$ cat config.mk
export PLATFORM = sky130hd
export DESIGN_NAME = gerador_jogada_flat
export DESIGN_NICKNAME = d
export VERILOG_FILES = /design/src/rtl/equilibrium_maxxing_pkg.sv /design/src/rtl/gerador_jogada_if.sv /design/src/rtl/lfsr8.sv /design/src/rtl/gerador_jogada.sv /design/src/flat_wrapper.sv
export SDC_FILE = /design/constraint.sdc
export NUM_CORES = 1
export LEC_CHECK = 0
export ABC_AREA = 1
export ABC_CLOCK_PERIOD_IN_PS = 3300
export BUFFER_PORTS_ARGS = -buffer_cell sky130_fd_sc_hd__buf_2
export CAP_MARGIN = 25
export CORE_MARGIN = 5
export CORE_UTILIZATION = 60
export DETAILED_ROUTE_END_ITERATION = 12
export PLACE_DENSITY = 0.81
export SLEW_MARGIN = 5
export SYNTH_ARGS = -nofsm -noshare
export SYNTH_HDL_FRONTEND = slang
export SYNTH_SLANG_ARGS = --single-unit
$ cat constraint.sdc
create_clock -name clock -period 3.3 [get_ports clock]
set_input_delay 0.825 -clock clock [delete_from_list [all_inputs] [get_ports clock]]
set_output_delay 0.825 -clock clock [all_outputs]
set_load 0.1 [all_outputs]
$ cat src/rtl/equilibrium_maxxing_pkg.sv
// Shared definitions for the play generator: FSM state codes, LED count and
// small index helpers used by both the datapath and the bus interface.
package equilibrium_maxxing_pkg;

  localparam int unsigned NUM_LEDS = 11;
  localparam int unsigned IDX_W    = 4;
  localparam int unsigned CNT_W    = 7;
  localparam int unsigned TRY_W    = 5;

  typedef enum logic [2:0] {
    OCIOSO  = 3'b000,
    SORTEIO = 3'b001,
    ESPERA  = 3'b010,
    CONTA   = 3'b011,
    PONTO   = 3'b100
  } estado_t;

  // Deterministic fallback target: next position, wrapping 10 -> 0.
  function automatic logic [IDX_W-1:0] proximo_idx(input logic [IDX_W-1:0] idx);
    return (idx >= IDX_W'(NUM_LEDS - 1)) ? '0 : idx + IDX_W'(1);
  endfunction

endpackage

$ cat src/rtl/gerador_jogada_if.sv
// Bus between the control unit and the play generator: request/level/position
// inputs towards the generator, target LEDs and scoring pulse back.
interface gerador_jogada_if;
  import equilibrium_maxxing_pkg::*;

  logic                gerar_nova_jogada;
  logic [1:0]          nivel_reg;
  logic [IDX_W-1:0]    posicao_idx;
  logic                posicao_valida;
  logic [NUM_LEDS-1:0] leds;
  logic [IDX_W-1:0]    alvo_idx;
  logic                ponto_evento;
  logic [2:0]          db_estado;

  modport master (
    output gerar_nova_jogada, nivel_reg, posicao_idx, posicao_valida,
    input  leds, alvo_idx, ponto_evento, db_estado
  );

  modport slave (
    input  gerar_nova_jogada, nivel_reg, posicao_idx, posicao_valida,
    output leds, alvo_idx, ponto_evento, db_estado
  );
endinterface

$ cat src/rtl/lfsr8.sv
// Free-running 8-bit Fibonacci LFSR, polynomial x^8+x^6+x^5+x^4+1.
// The seed must be nonzero or the register locks up at zero.
module lfsr8 (
  input  logic       clock,
  input  logic       reset,
  input  logic [7:0] seed,
  output logic [7:0] q
);

  logic [7:0] q_q;
  logic [7:0] q_d;

  always_comb begin
    q_d = {q_q[6:0], q_q[7] ^ q_q[5] ^ q_q[4] ^ q_q[3]};
  end

  always_ff @(posedge clock or posedge reset) begin
    if (reset) begin
      q_q <= seed;
    end else begin
      q_q <= q_d;
    end
  end

  assign q = q_q;

endmodule

$ cat src/rtl/gerador_jogada.sv
// Play generator: draws a random target LED, then waits for the platform to
// hold that position for a level-dependent number of cycles before scoring.
module gerador_jogada
  import equilibrium_maxxing_pkg::*;
#(
  parameter int unsigned HOLD_N0   = 8,
  parameter int unsigned HOLD_N1   = 16,
  parameter int unsigned HOLD_N2   = 32,
  parameter int unsigned HOLD_N3   = 64,
  parameter logic [7:0]  LFSR_SEED = 8'hA5
) (
  input  logic             clock,
  input  logic             reset,
  gerador_jogada_if.slave  bus
);

  localparam logic [CNT_W-1:0] LIM0 = CNT_W'(HOLD_N0 - 1);
  localparam logic [CNT_W-1:0] LIM1 = CNT_W'(HOLD_N1 - 1);
  localparam logic [CNT_W-1:0] LIM2 = CNT_W'(HOLD_N2 - 1);
  localparam logic [CNT_W-1:0] LIM3 = CNT_W'(HOLD_N3 - 1);
  localparam logic [TRY_W-1:0] MAX_REJ = TRY_W'(16);

  estado_t             estado_q, estado_d;
  logic                gnj_q;
  logic [IDX_W-1:0]    alvo_q, alvo_d;
  logic [NUM_LEDS-1:0] leds_q, leds_d;
  logic [CNT_W-1:0]    cnt_q, cnt_d;
  logic [CNT_W-1:0]    lim_q, lim_d;
  logic [TRY_W-1:0]    tent_q, tent_d;

  logic [7:0]          lfsr_q;
  logic [3:0]          unused_lfsr;
  logic [IDX_W-1:0]    cand;
  logic [IDX_W-1:0]    prox;
  logic [NUM_LEDS-1:0] cand_dec;
  logic [NUM_LEDS-1:0] prox_dec;
  logic [CNT_W-1:0]    lim_sel;
  logic                sobe;
  logic                alinhado;
  logic                cand_ok;

  lfsr8 u_lfsr (
    .clock (clock),
    .reset (reset),
    .seed  (LFSR_SEED),
    .q     (lfsr_q)
  );

  assign cand        = lfsr_q[3:0];
  assign unused_lfsr = lfsr_q[7:4];
  assign prox        = proximo_idx(alvo_q);

  genvar gi;
  generate
    for (gi = 0; gi < NUM_LEDS; gi++) begin : g_dec
      assign cand_dec[gi] = (cand == IDX_W'(gi));
      assign prox_dec[gi] = (prox == IDX_W'(gi));
    end
  endgenerate

  // Positions 11..15 are excluded explicitly so they can never score.
  assign sobe     = bus.gerar_nova_jogada & ~gnj_q;
  assign alinhado = bus.posicao_valida && (bus.posicao_idx <= IDX_W'(NUM_LEDS - 1))
                    && (bus.posicao_idx == alvo_q);
  assign cand_ok  = (cand <= IDX_W'(NUM_LEDS - 1)) && (cand != alvo_q);

  always_comb begin
    case (bus.nivel_reg)
      2'd0:    lim_sel = LIM0;
      2'd1:    lim_sel = LIM1;
      2'd2:    lim_sel = LIM2;
      default: lim_sel = LIM3;
    endcase
  end

  always_comb begin
    estado_d = estado_q;
    alvo_d   = alvo_q;
    leds_d   = leds_q;
    cnt_d    = cnt_q;
    lim_d    = lim_q;
    tent_d   = tent_q;
    case (estado_q)
      OCIOSO: begin
        if (sobe) begin
          estado_d = SORTEIO;
          tent_d   = '0;
        end
      end
      SORTEIO: begin
        if (tent_q == MAX_REJ) begin
          alvo_d   = prox;
          leds_d   = prox_dec;
          estado_d = ESPERA;
        end else if (cand_ok) begin
          alvo_d   = cand;
          leds_d   = cand_dec;
          estado_d = ESPERA;
        end else begin
          tent_d = tent_q + TRY_W'(1);
        end
      end
      ESPERA: begin
        if (sobe) begin
          estado_d = SORTEIO;
          leds_d   = '0;
          tent_d   = '0;
        end else if (alinhado) begin
          estado_d = CONTA;
          cnt_d    = '0;
          lim_d    = lim_sel;
        end
      end
      CONTA: begin
        if (sobe) begin
          estado_d = SORTEIO;
          leds_d   = '0;
          tent_d   = '0;
        end else if (!alinhado) begin
          estado_d = ESPERA;
          cnt_d    = '0;
        end else if (cnt_q == lim_q) begin
          estado_d = PONTO;
          leds_d   = '0;
        end else begin
          cnt_d = (cnt_q == '1) ? cnt_q : cnt_q + CNT_W'(1);
        end
      end
      PONTO: begin
        estado_d = OCIOSO;
      end
      default: begin
        estado_d = OCIOSO;
      end
    endcase
  end

  always_ff @(posedge clock or posedge reset) begin
    if (reset) begin
      estado_q <= OCIOSO;
      gnj_q    <= 1'b0;
      alvo_q   <= '0;
      leds_q   <= '0;
      cnt_q    <= '0;
      lim_q    <= '0;
      tent_q   <= '0;
    end else begin
      estado_q <= estado_d;
      gnj_q    <= bus.gerar_nova_jogada;
      alvo_q   <= alvo_d;
      leds_q   <= leds_d;
      cnt_q    <= cnt_d;
      lim_q    <= lim_d;
      tent_q   <= tent_d;
    end
  end

  assign bus.leds         = leds_q;
  assign bus.alvo_idx     = alvo_q;
  assign bus.ponto_evento = (estado_q == PONTO);
  assign bus.db_estado    = estado_q;

endmodule
$ cat src/flat_wrapper.sv
// flat-port wrapper written by rule: the top's interface ports become plain ports
module gerador_jogada_flat import equilibrium_maxxing_pkg::*;
#(
  parameter int unsigned HOLD_N0   = 8,
  parameter int unsigned HOLD_N1   = 16,
  parameter int unsigned HOLD_N2   = 32,
  parameter int unsigned HOLD_N3   = 64,
  parameter logic [7:0]  LFSR_SEED = 8'hA5
)
  (clock, reset, bus_gerar_nova_jogada, bus_nivel_reg, bus_posicao_idx, bus_posicao_valida, bus_leds, bus_alvo_idx, bus_ponto_evento, bus_db_estado);
  gerador_jogada_if bus_i ();
  input  logic clock;
  input  logic reset;
  input wire logic [$bits(bus_i.gerar_nova_jogada)-1:0] bus_gerar_nova_jogada;
  input wire logic [$bits(bus_i.nivel_reg)-1:0] bus_nivel_reg;
  input wire logic [$bits(bus_i.posicao_idx)-1:0] bus_posicao_idx;
  input wire logic [$bits(bus_i.posicao_valida)-1:0] bus_posicao_valida;
  output wire logic [$bits(bus_i.leds)-1:0] bus_leds;
  output wire logic [$bits(bus_i.alvo_idx)-1:0] bus_alvo_idx;
  output wire logic [$bits(bus_i.ponto_evento)-1:0] bus_ponto_evento;
  output wire logic [$bits(bus_i.db_estado)-1:0] bus_db_estado;
  assign bus_i.gerar_nova_jogada = bus_gerar_nova_jogada;
  assign bus_i.nivel_reg = bus_nivel_reg;
  assign bus_i.posicao_idx = bus_posicao_idx;
  assign bus_i.posicao_valida = bus_posicao_valida;
  assign bus_leds = bus_i.leds;
  assign bus_alvo_idx = bus_i.alvo_idx;
  assign bus_ponto_evento = bus_i.ponto_evento;
  assign bus_db_estado = bus_i.db_estado;
  gerador_jogada #(.HOLD_N0(HOLD_N0), .HOLD_N1(HOLD_N1), .HOLD_N2(HOLD_N2), .HOLD_N3(HOLD_N3), .LFSR_SEED(LFSR_SEED)) u_core (.clock(clock), .reset(reset), .bus(bus_i));
endmodule
==> results of run 1 <==
-- cell usage after synthesis (4+ instances only) --
cell type	number	area share
inv_2	6	0.0081
nor2_1	37	0.050
nand3_1	24	0.043
ha_1	5	0.022
nand4_1	6	0.013
dfrtp_1	39	0.35
nand2_1	100	0.13
nor2_4	5	0.020
o21ai_0	17	0.031
o21bai_1	11	0.030
nand2_4	7	0.028
inv_1	47	0.063
nand2_2	19	0.043
o21ai_2	7	0.022
xor2_1	5	0.016
dfstp_2	4	0.038
-- cell type report --
type	instances	share of cell area
multi-input combinational	263	0.478
sequential	43	0.355
inverter	54	0.0665
timing repair buffer	29	0.0525
clock buffer	7	0.0250
tap	52	0.0213
clock inverter	1	0.00164
-- how the worst max path moves through the flow --
stage | to | cells past startpoint
final | bus_ponto_evento | 3
after global routing | bus_ponto_evento | 3
after CTS | bus_ponto_evento | 3
after detailed placement | u_core.bus.leds[9] | 9
after global placement | u_core.bus.leds[9] | 9
after floorplan | bus_ponto_evento | 2
-- state kept, by name, summed over array words and instances, names as in the netlist --
name / cells
u_core.bus.alvo_idx: 4
u_core.gnj_q: 1
u_core.cnt_q: 7
u_core.bus.leds: 11
u_core.tent_q: 5
u_core.u_lfsr.q: 8
u_core.bus.db_estado: 3
u_core.lim_q: 4
-- power breakdown --
group | switching [mW] | leakage [nW] | internal [mW] | total [mW]
sequential | 0.0674 | 0.563 | 0.587 | 0.654
clock | 0.166 | 0.0422 | 0.149 | 0.314
combinational | 0.600 | 1.04 | 0.192 | 0.791
total | 0.833 | 1.64 | 0.927 | 1.76
-- kinds of logic (layout without fill, tap and decap cells) --
family,after synthesis,in the layout,share of synthesized area
AND/OR/NAND/NOR,208,208,0.378
buffers and inverters,59,91,0.0894
AO/OA/AOI/OAI,43,43,0.100
flip-flops,43,43,0.388
XOR/XNOR,7,7,0.0220
adder cells (fa/ha/maj),5,5,0.0225
-- worst max-delay path: cells and delay by family, from the launching register on --
kind                   cells  cell delay, ps
buffers and inverters      2             560
flip-flops                 1             480
AND/OR/NAND/NOR            1             110
-- routing by layer --
layer	wire length, um	track usage	vias to the layer above	part of all wire
met4	49	0.0541	0	0.0090
met3	329	0.0366	7	0.060
met2	2530	0.300	69	0.46
met5	0	0	-	0
li1	-	-	1202	-
met1	2550	0.267	1046	0.47
==> flow_metrics.env, run 1 <==
export IMPL_grt_max_degree=25
export IMPL_die_w_um=78.1
export IMPL_start_util=0.631
export IMPL_synth_cells=365
export IMPL_reg2reg_to="u_core.bus.leds[9]"
export IMPL_firstDrtPassIters=4
export IMPL_layout_commonest_cell="nand2_1"
export IMPL_ioPinCount=29
export IMPL_hold_class="reg -> reg"
export IMPL_layout_setup_ws_ps=1040
export IMPL_dpl_cell_area_mm2=0.00297
export IMPL_cts_made_buffers=5
export IMPL_clkSinkCount=43
export IMPL_crit_start="u_core.bus.db_estado[2]"
export IMPL_worstRegToRegCells=10
export IMPL_crit_chain="inv_1, nor3_2, buf_2"
export IMPL_seq_area_frac_synth=0.388
export IMPL_ff2ff_setup_slack_ps=1110
export IMPL_grt_use_total=0.190
export IMPL_cts_setup_buffers=0
export IMPL_syn_avg_cell_area_um2=7.63
export IMPL_fin_crit_sh=0.686
export IMPL_cts_tree="yes"
export IMPL_drive_gt1_frac=0.234
export IMPL_fin_worst_skew_ps=5.71
export IMPL_setup_tns_ps=0
export IMPL_layout_cells_non_filler=449
export IMPL_clockBufferDepth=2
export IMPL_p_leak_nw=1.64
export IMPL_first_global_vias=2219
export IMPL_min_from="u_core.u_lfsr.q[6]"
export IMPL_critPathCaptureType="primary output"
export IMPL_max_slew_margin_rel=0.464
export IMPL_coreArea_mm2=0.00441
export IMPL_cp_slowest_cell="dfrtp_1"
export IMPL_syn_to_final_growth_pct=9.53
export IMPL_rsz0062_at_grt="false"
export IMPL_wire_per_inst_um=12.2
export IMPL_rows=24
export IMPL_setup_viol=0
export IMPL_totalWireLength_um=5460
export IMPL_tightest_slew_ps=804
export IMPL_synth_flop_cell="dfrtp_1"
export IMPL_htreeDepth=2
export IMPL_final_util=0.691
export IMPL_drv_cap=0
export IMPL_outcome="complete, no violations"
export IMPL_power_density_mw_per_mm2=577
export IMPL_startpoint_type="register"
export IMPL_arrival_ps=1440
export IMPL_ys_warn_count=0
export IMPL_postLayoutCellArea_mm2=0.00305
export IMPL_multi_input_area_mm2=0.00146
export IMPL_hold_viol=0
export IMPL_hold_ws_ps=370
export IMPL_clock_latency_ps=290
export IMPL_cts_hold_buf=0
export IMPL_crit_required_ps=2470
export IMPL_cts_resized=0
export IMPL_power_mw=1.76
export IMPL_gp_congestion=0.931
export IMPL_grt_pass1_wl_um=9730
export IMPL_antenna_cells=0
export IMPL_grt_overflow=0
export IMPL_postRouteAntennaNets=0
export IMPL_async_flop_share=1.00
export IMPL_routed_via_density=5.18
export IMPL_synth_edf_count=0
export IMPL_mostFrequentLayoutCells="100 x nand2_1, 47 x inv_1, 39 x dfrtp_1"
export IMPL_regArea_mm2=0.00108
export IMPL_drcViolationCount=0
export IMPL_pre_cts_ws_ps=880
export IMPL_timing_fmax_ghz=0.442
export IMPL_finalMaxSlewViolations=0
export IMPL_period_minus_slack_ps=2260
export IMPL_cts_root_buffer="clkbuf_8"
export IMPL_cp_slowest_stage_delay_ps=480
export IMPL_nNetsFinal=411
export IMPL_crit_fanout=6
export IMPL_numPlacedInstances=441
export IMPL_min_path_cells=0
export IMPL_port_buffer_count=28
export IMPL_netlist_area_mm2=0.00278
export IMPL_vias=2324
export IMPL_antenna_found_initial=0
export IMPL_syn_nets=380
export IMPL_r2r_start="u_core.tent_q[0]"
export IMPL_peakVddDrop_v=0.000791
export IMPL_crit_type="reg -> out"
export IMPL_fillers=371
export IMPL_worstHoldEndpoint="u_core.u_lfsr.q[7]"
export IMPL_drt_initial_drc_count=171
export IMPL_dp_hpwl_um=4110
export IMPL_synth_distinct_cells=36
export IMPL_clkTransAtPathRegs_ps=70
export IMPL_die_y_um=78.1
export IMPL_synth_seq_cells=43
export IMPL_die_area_mm2=0.00610
No activity file was read; power rests on OpenSTA's default activity.
==> run 2, diff against run 1 <==
--- a/config.mk
+++ b/config.mk
@@ -6,13 +6,13 @@
 export NUM_CORES = 1
 export LEC_CHECK = 0
 export ABC_AREA = 1
-export ABC_CLOCK_PERIOD_IN_PS = 3300
+export ABC_CLOCK_PERIOD_IN_PS = 2310
 export BUFFER_PORTS_ARGS = -buffer_cell sky130_fd_sc_hd__buf_2
 export CAP_MARGIN = 25
 export CORE_MARGIN = 5
-export CORE_UTILIZATION = 60
+export CORE_UTILIZATION = 59
 export DETAILED_ROUTE_END_ITERATION = 12
-export PLACE_DENSITY = 0.81
+export PLACE_DENSITY = 0.8
 export SLEW_MARGIN = 5
 export SYNTH_ARGS = -nofsm -noshare
 export SYNTH_HDL_FRONTEND = slang
==> constraint.sdc (replaced) <==
create_clock -name clock -period 2.31 [get_ports clock]
set_input_delay 0.5775 -clock clock [delete_from_list [all_inputs] [get_ports clock]]
set_output_delay 0.5775 -clock clock [all_outputs]
set_load 0.1 [all_outputs]
==> flow_metrics.env, run 2 (synthesis results as in run 1) <==
export IMPL_p_clk_frac=0.180
export IMPL_hold_class="reg -> reg"
export IMPL_htreeDepth=2
export IMPL_cts_setup_buffers=0
export IMPL_hold_ws_ps=359
export IMPL_ff2ff_setup_slack_ps=310
export IMPL_clockBufferDepth=2
export IMPL_power_internal_mw=1.34
export IMPL_clkSinkCount=43
export IMPL_largest_reg_flops=11
export IMPL_cp_slowest_cell="buf_2"
export IMPL_timing_fmax_ghz=0.495
export IMPL_netSwitchingFraction=0.472
export IMPL_grt_max_degree=44
export IMPL_grt_use_total=0.205
export IMPL_dp_hpwl_um=4200
export IMPL_gp_congestion=0.839
export IMPL_die_area_mm2=0.00619
export IMPL_crit_fanout=6
export IMPL_path_buf_inv=2
export IMPL_antenna_cells=0
export IMPL_die_y_um=78.7
export IMPL_fin_crit_sh=0.874
export IMPL_setup_viol=0
export IMPL_max_slew_margin_rel=0.652
export IMPL_critPathCaptureType="primary output"
export IMPL_dpl_cell_area_mm2=0.00298
export IMPL_port_buffer_count=28
export IMPL_finalMaxSlewViolations=0
export IMPL_cts_hold_buf=0
export IMPL_antenna_found_initial=0
export IMPL_layout_commonest_cell="nand2_1"
export IMPL_period_minus_slack_ps=2020
export IMPL_ioPinCount=29
export IMPL_rsz0062_at_grt="false"
export IMPL_firstDrtPassIters=5
export IMPL_start_util=0.597
export IMPL_p_seq_frac=0.372
export IMPL_routed_via_density=5.27
export IMPL_cts_root_buffer="clkbuf_8"
export IMPL_nNetsFinal=412
export IMPL_crit_required_ps=1730
export IMPL_hold_viol=0
export IMPL_vias=2383
export IMPL_peakVddDrop_v=0.000922
export IMPL_cts_tree="yes"
export IMPL_cp_slowest_stage_delay_ps=440
export IMPL_startpoint_type="register"
export IMPL_totalWireLength_um=5510
export IMPL_power_density_mw_per_mm2=832
export IMPL_drive_gt1_frac=0.244
export IMPL_fin_worst_skew_ps=9.50
export IMPL_crit_family="buffers and inverters"
export IMPL_outcome="complete, no violations"
export IMPL_comb_power_share=0.448
export IMPL_crit_chain="inv_1, nor3_4, buf_2"
export IMPL_coreArea_mm2=0.00466
export IMPL_grt_overflow=0
export IMPL_first_global_vias=2249
export IMPL_regArea_mm2=0.00108
export IMPL_grt_pass1_wl_um=10200
export IMPL_tightest_slew_ps=523
export IMPL_clock_latency_ps=300
export IMPL_cts_resized=0
export IMPL_syn_to_final_growth_pct=9.80
export IMPL_arrival_ps=1440
export IMPL_p_sw_mw=1.20
export IMPL_setup_tns_ps=0
export IMPL_drcViolationCount=0
export IMPL_postLayoutCellArea_mm2=0.00306
export IMPL_final_util=0.656
export IMPL_crit_type="reg -> out"
export IMPL_numPlacedInstances=444
export IMPL_wire_per_inst_um=12.2
export IMPL_postRouteAntennaNets=0
export IMPL_clkTransAtPathRegs_ps=80
export IMPL_cts_made_buffers=5
export IMPL_multi_input_area_mm2=0.00147
export IMPL_drv_cap=0
export IMPL_die_w_um=78.7
export IMPL_p_leak_nw=1.64
export IMPL_drt_initial_drc_count=199
export IMPL_fillers=413
export IMPL_mostFrequentLayoutCells="100 x nand2_1, 47 x inv_1, 37 x nor2_1"
export IMPL_rows=25
export IMPL_layout_cells_non_filler=452
[run 2: changes by cell type in the layout (fill, tap and decap cells not counted)]
| cell | delta |
|---|---|
| buf_12 | -1 |
| nor3_2 | -1 |
| buf_4 | +2 |
| nor3_4 | +1 |
| dfrtp_2 | +3 |
| dfrtp_1 | -3 |
[run 2: final timing paths]
check / start / to / cells after the start
max: u_core.bus.db_estado[2] / bus_ponto_evento / 3
min: u_core.u_lfsr.q[6] / u_core.u_lfsr.q[7] / 0
max reg2reg: u_core.tent_q[0] / u_core.bus.leds[9] / 10
min reg2reg: u_core.u_lfsr.q[6] / u_core.u_lfsr.q[7] / 0
max in group asynchronous: reset / u_core.bus.db_estado[0] / 3
min in group asynchronous: reset / u_core.lim_q[2] / 3
[run 2: per-stage QoR]
stage	worst slack (ps)	total power, mW
after global routing	145	2.73
final	291	2.54
after global placement	347	2.07
after floorplan	13.0	1.94
after detailed placement	259	2.10
after CTS	272	2.57
[run 2: routing by layer]
layer / track usage / routed length, um
met1: 0.268 / 2480
met2: 0.347 / 2740
met3: 0.0397 / 230
met4: 0.0542 / 67
met5: 0 / 0
[run 2: worst reg2reg max path, delay by kind of cell, from the launching register on]
| kind | cells | cell delay (ps) |
|---|---|---|
| flops | 1 | 420 |
| fa+ha+maj | 1 | 220 |
| buf+inv | 1 | 80 |
| simple gates | 8 | 1240 |
[run 2: power by group through the flow]
stage	combinational, mW	sequential [mW]	clock [mW]
finish	1.14	0.946	0.458
global route	1.26	0.961	0.515
CTS	1.15	0.946	0.478
detailed placement	1.14	0.960	0
global placement	1.12	0.954	0
floorplan	0.781	1.15	0
[run 2: final cells by class]
type	count	share of cell area
multi-input cells	263	0.479
flip-flops and latches	43	0.355
inverters	54	0.0663
repair buffers	30	0.0508
clock buffers	7	0.0250
well taps	54	0.0221
clock inverters	1	0.00164
==> run 3, diff against run 2 <==
--- a/config.mk
+++ b/config.mk
@@ -6,13 +6,13 @@
 export NUM_CORES = 1
 export LEC_CHECK = 0
 export ABC_AREA = 1
-export ABC_CLOCK_PERIOD_IN_PS = 2310
+export ABC_CLOCK_PERIOD_IN_PS = 2500
 export BUFFER_PORTS_ARGS = -buffer_cell sky130_fd_sc_hd__buf_2
 export CAP_MARGIN = 25
 export CORE_MARGIN = 5
-export CORE_UTILIZATION = 59
+export CORE_UTILIZATION = 60
 export DETAILED_ROUTE_END_ITERATION = 12
-export PLACE_DENSITY = 0.8
+export PLACE_DENSITY = 0.81
 export SLEW_MARGIN = 5
 export SYNTH_ARGS = -nofsm -noshare
 export SYNTH_HDL_FRONTEND = slang
==> constraint.sdc (replaced) <==
create_clock -name clock -period 2.5 [get_ports clock]
set_input_delay 0.625 -clock clock [delete_from_list [all_inputs] [get_ports clock]]
set_output_delay 0.625 -clock clock [all_outputs]
set_load 0.1 [all_outputs]
==> flow_metrics.env, run 3 (synthesis results as in run 1) <==
export IMPL_numPlacedInstances=441
export IMPL_grt_overflow=0
export IMPL_clkTransAtPathRegs_ps=80
export IMPL_crit_family="simple AND/OR/NAND/NOR gates"
export IMPL_clockBufferDepth=2
export IMPL_power_mw=2.48
export IMPL_fin_crit_sh=0.862
export IMPL_clock_latency_ps=300
export IMPL_firstDrtPassIters=4
export IMPL_drv_cap=0
export IMPL_p_clk_frac=0.228
export IMPL_cts_made_buffers=5
export IMPL_die_y_um=78.1
export IMPL_crit_required_ps=2740
export IMPL_nNetsFinal=411
export IMPL_postRouteAntennaNets=0
export IMPL_cts_setup_buffers=0
export IMPL_wire_per_inst_um=12.4
export IMPL_hold_ws_ps=356
export IMPL_grt_max_degree=44
export IMPL_largest_reg_flops=11
export IMPL_vias=2324
export IMPL_fillers=377
export IMPL_layout_commonest_cell="nand2_1"
export IMPL_p_seq_frac=0.351
export IMPL_grt_pass1_wl_um=9860
export IMPL_drt_initial_drc_count=145
export IMPL_outcome="complete, no violations"
export IMPL_peakVddDrop_v=0.000838
export IMPL_clkSinkCount=43
export IMPL_crit_chain="inv_1, ha_1, nand2_2, nor3_4, nor2_1, nand2_2, nand3_2, nor2_4, nand2_1, nand2_1"
export IMPL_layout_cells_non_filler=449
export IMPL_comb_power_share=0.422
export IMPL_path_buf_inv=1
export IMPL_hold_class="reg -> reg"
export IMPL_mostFrequentLayoutCells="100 x nand2_1, 47 x inv_1, 38 x dfrtp_1"
export IMPL_cp_slowest_stage_delay_ps=420
export IMPL_cts_root_buffer="clkbuf_8"
export IMPL_fin_worst_skew_ps=5.84
export IMPL_start_util=0.631
export IMPL_drcViolationCount=0
export IMPL_dp_hpwl_um=4130
export IMPL_cts_resized=0
export IMPL_timing_fmax_ghz=0.464
export IMPL_coreArea_mm2=0.00441
export IMPL_crit_type="reg -> reg"
export IMPL_gp_congestion=0.906
export IMPL_grt_use_total=0.198
export IMPL_syn_to_final_growth_pct=10.7
export IMPL_first_global_vias=2205
export IMPL_routed_via_density=5.18
export IMPL_setup_viol=0
export IMPL_finalMaxSlewViolations=0
export IMPL_rows=24
export IMPL_totalWireLength_um=5550
export IMPL_power_internal_mw=1.35
export IMPL_antenna_cells=0
export IMPL_die_w_um=78.1
export IMPL_tightest_slew_ps=521
export IMPL_setup_tns_ps=0
export IMPL_arrival_ps=2400
export IMPL_port_buffer_count=28
export IMPL_critPathCaptureType="register"
export IMPL_p_sw_mw=1.13
export IMPL_drive_gt1_frac=0.242
export IMPL_pre_cts_ws_ps=223
export IMPL_cp_slowest_cell="dfrtp_1"
export IMPL_netSwitchingFraction=0.456
export IMPL_cts_hold_buf=0
export IMPL_power_density_mw_per_mm2=804
export IMPL_p_leak_nw=1.66
export IMPL_rsz0062_at_grt="false"
export IMPL_htreeDepth=2
export IMPL_max_slew_margin_rel=0.653
export IMPL_cts_tree="yes"
export IMPL_antenna_found_initial=0
export IMPL_hold_viol=0
export IMPL_die_area_mm2=0.00610
export IMPL_startpoint_type="register"
export IMPL_period_minus_slack_ps=2150
export IMPL_layout_setup_ws_ps=346
export IMPL_ioPinCount=29
export IMPL_crit_fanout=12
==> run 3: cell types whose count changed in the layout (fill, tap and decap cells not counted), sizes merged <==
cell,previous run,this run
buf,30,29
bufinv,0,1
clkbuf,7,6
==> run 3: layer usage <==
metal,share of wire,up-vias,track usage
met5,0,-,0
met4,0.0081,0,0.0557
met3,0.055,4,0.0446
met2,0.47,60,0.315
met1,0.46,1062,0.272
li1,-,1198,-
==> run 3: power groups by stage <==
stage	sequential [mW]	clock (mW)	combinational [mW]
CTS	0.869	0.578	1.04
global route	0.885	0.606	1.15
floorplan	1.06	0	0.722
finish	0.869	0.564	1.04
detailed placement	0.882	0	1.03
global placement	0.878	0	1.02
==> run 3: worst register-to-register path, cell delays in order, from the launching register on <==
cell and delay (ps):
dfrtp_1 420, inv_1 80, ha_1 200, nand2_2 80, nor3_4 260, nor2_1 90, nand2_2 130, nand3_2 260
nor2_4 390, nand2_1 100, nand2_1 80
==> run 3: path summary, 6_finish.rpt <==
kind	cells past startpoint	startpoint	endpoint	slack (ps)
setup / recovery	10	u_core.tent_q[0]	u_core.bus.leds[9]	350
hold / removal	0	u_core.u_lfsr.q[6]	u_core.u_lfsr.q[7]	360
setup reg to reg	10	u_core.tent_q[0]	u_core.bus.leds[9]	350
hold reg to reg	0	u_core.u_lfsr.q[6]	u_core.u_lfsr.q[7]	360
max in group asynchronous	3	reset	u_core.bus.db_estado[2]	1690
min in group asynchronous	3	reset	u_core.u_lfsr.q[6]	440
==> run 3: cell type report <==
cell class | count | area [um2] | share of cell area
Sequential cell | 43 | 1080 | 0.351
Clock buffer | 6 | 82.6 | 0.0268
Clock inverter | 2 | 35.0 | 0.0114
Tap cell | 52 | 65.1 | 0.0211
Multi-Input combinational cell | 263 | 1470 | 0.476
Timing Repair Buffer | 29 | 148 | 0.0479
Inverter | 54 | 203 | 0.0658
==> run 3: per-stage QoR <==
stage / cell area [um2] / util
after floorplan: 2800 / -
after global placement: 2960 / 0.671
after detailed placement: 2960 / 0.671
after CTS: 3080 / 0.698
after global routing: 3080 / 0.698
final: 3080 / 0.698
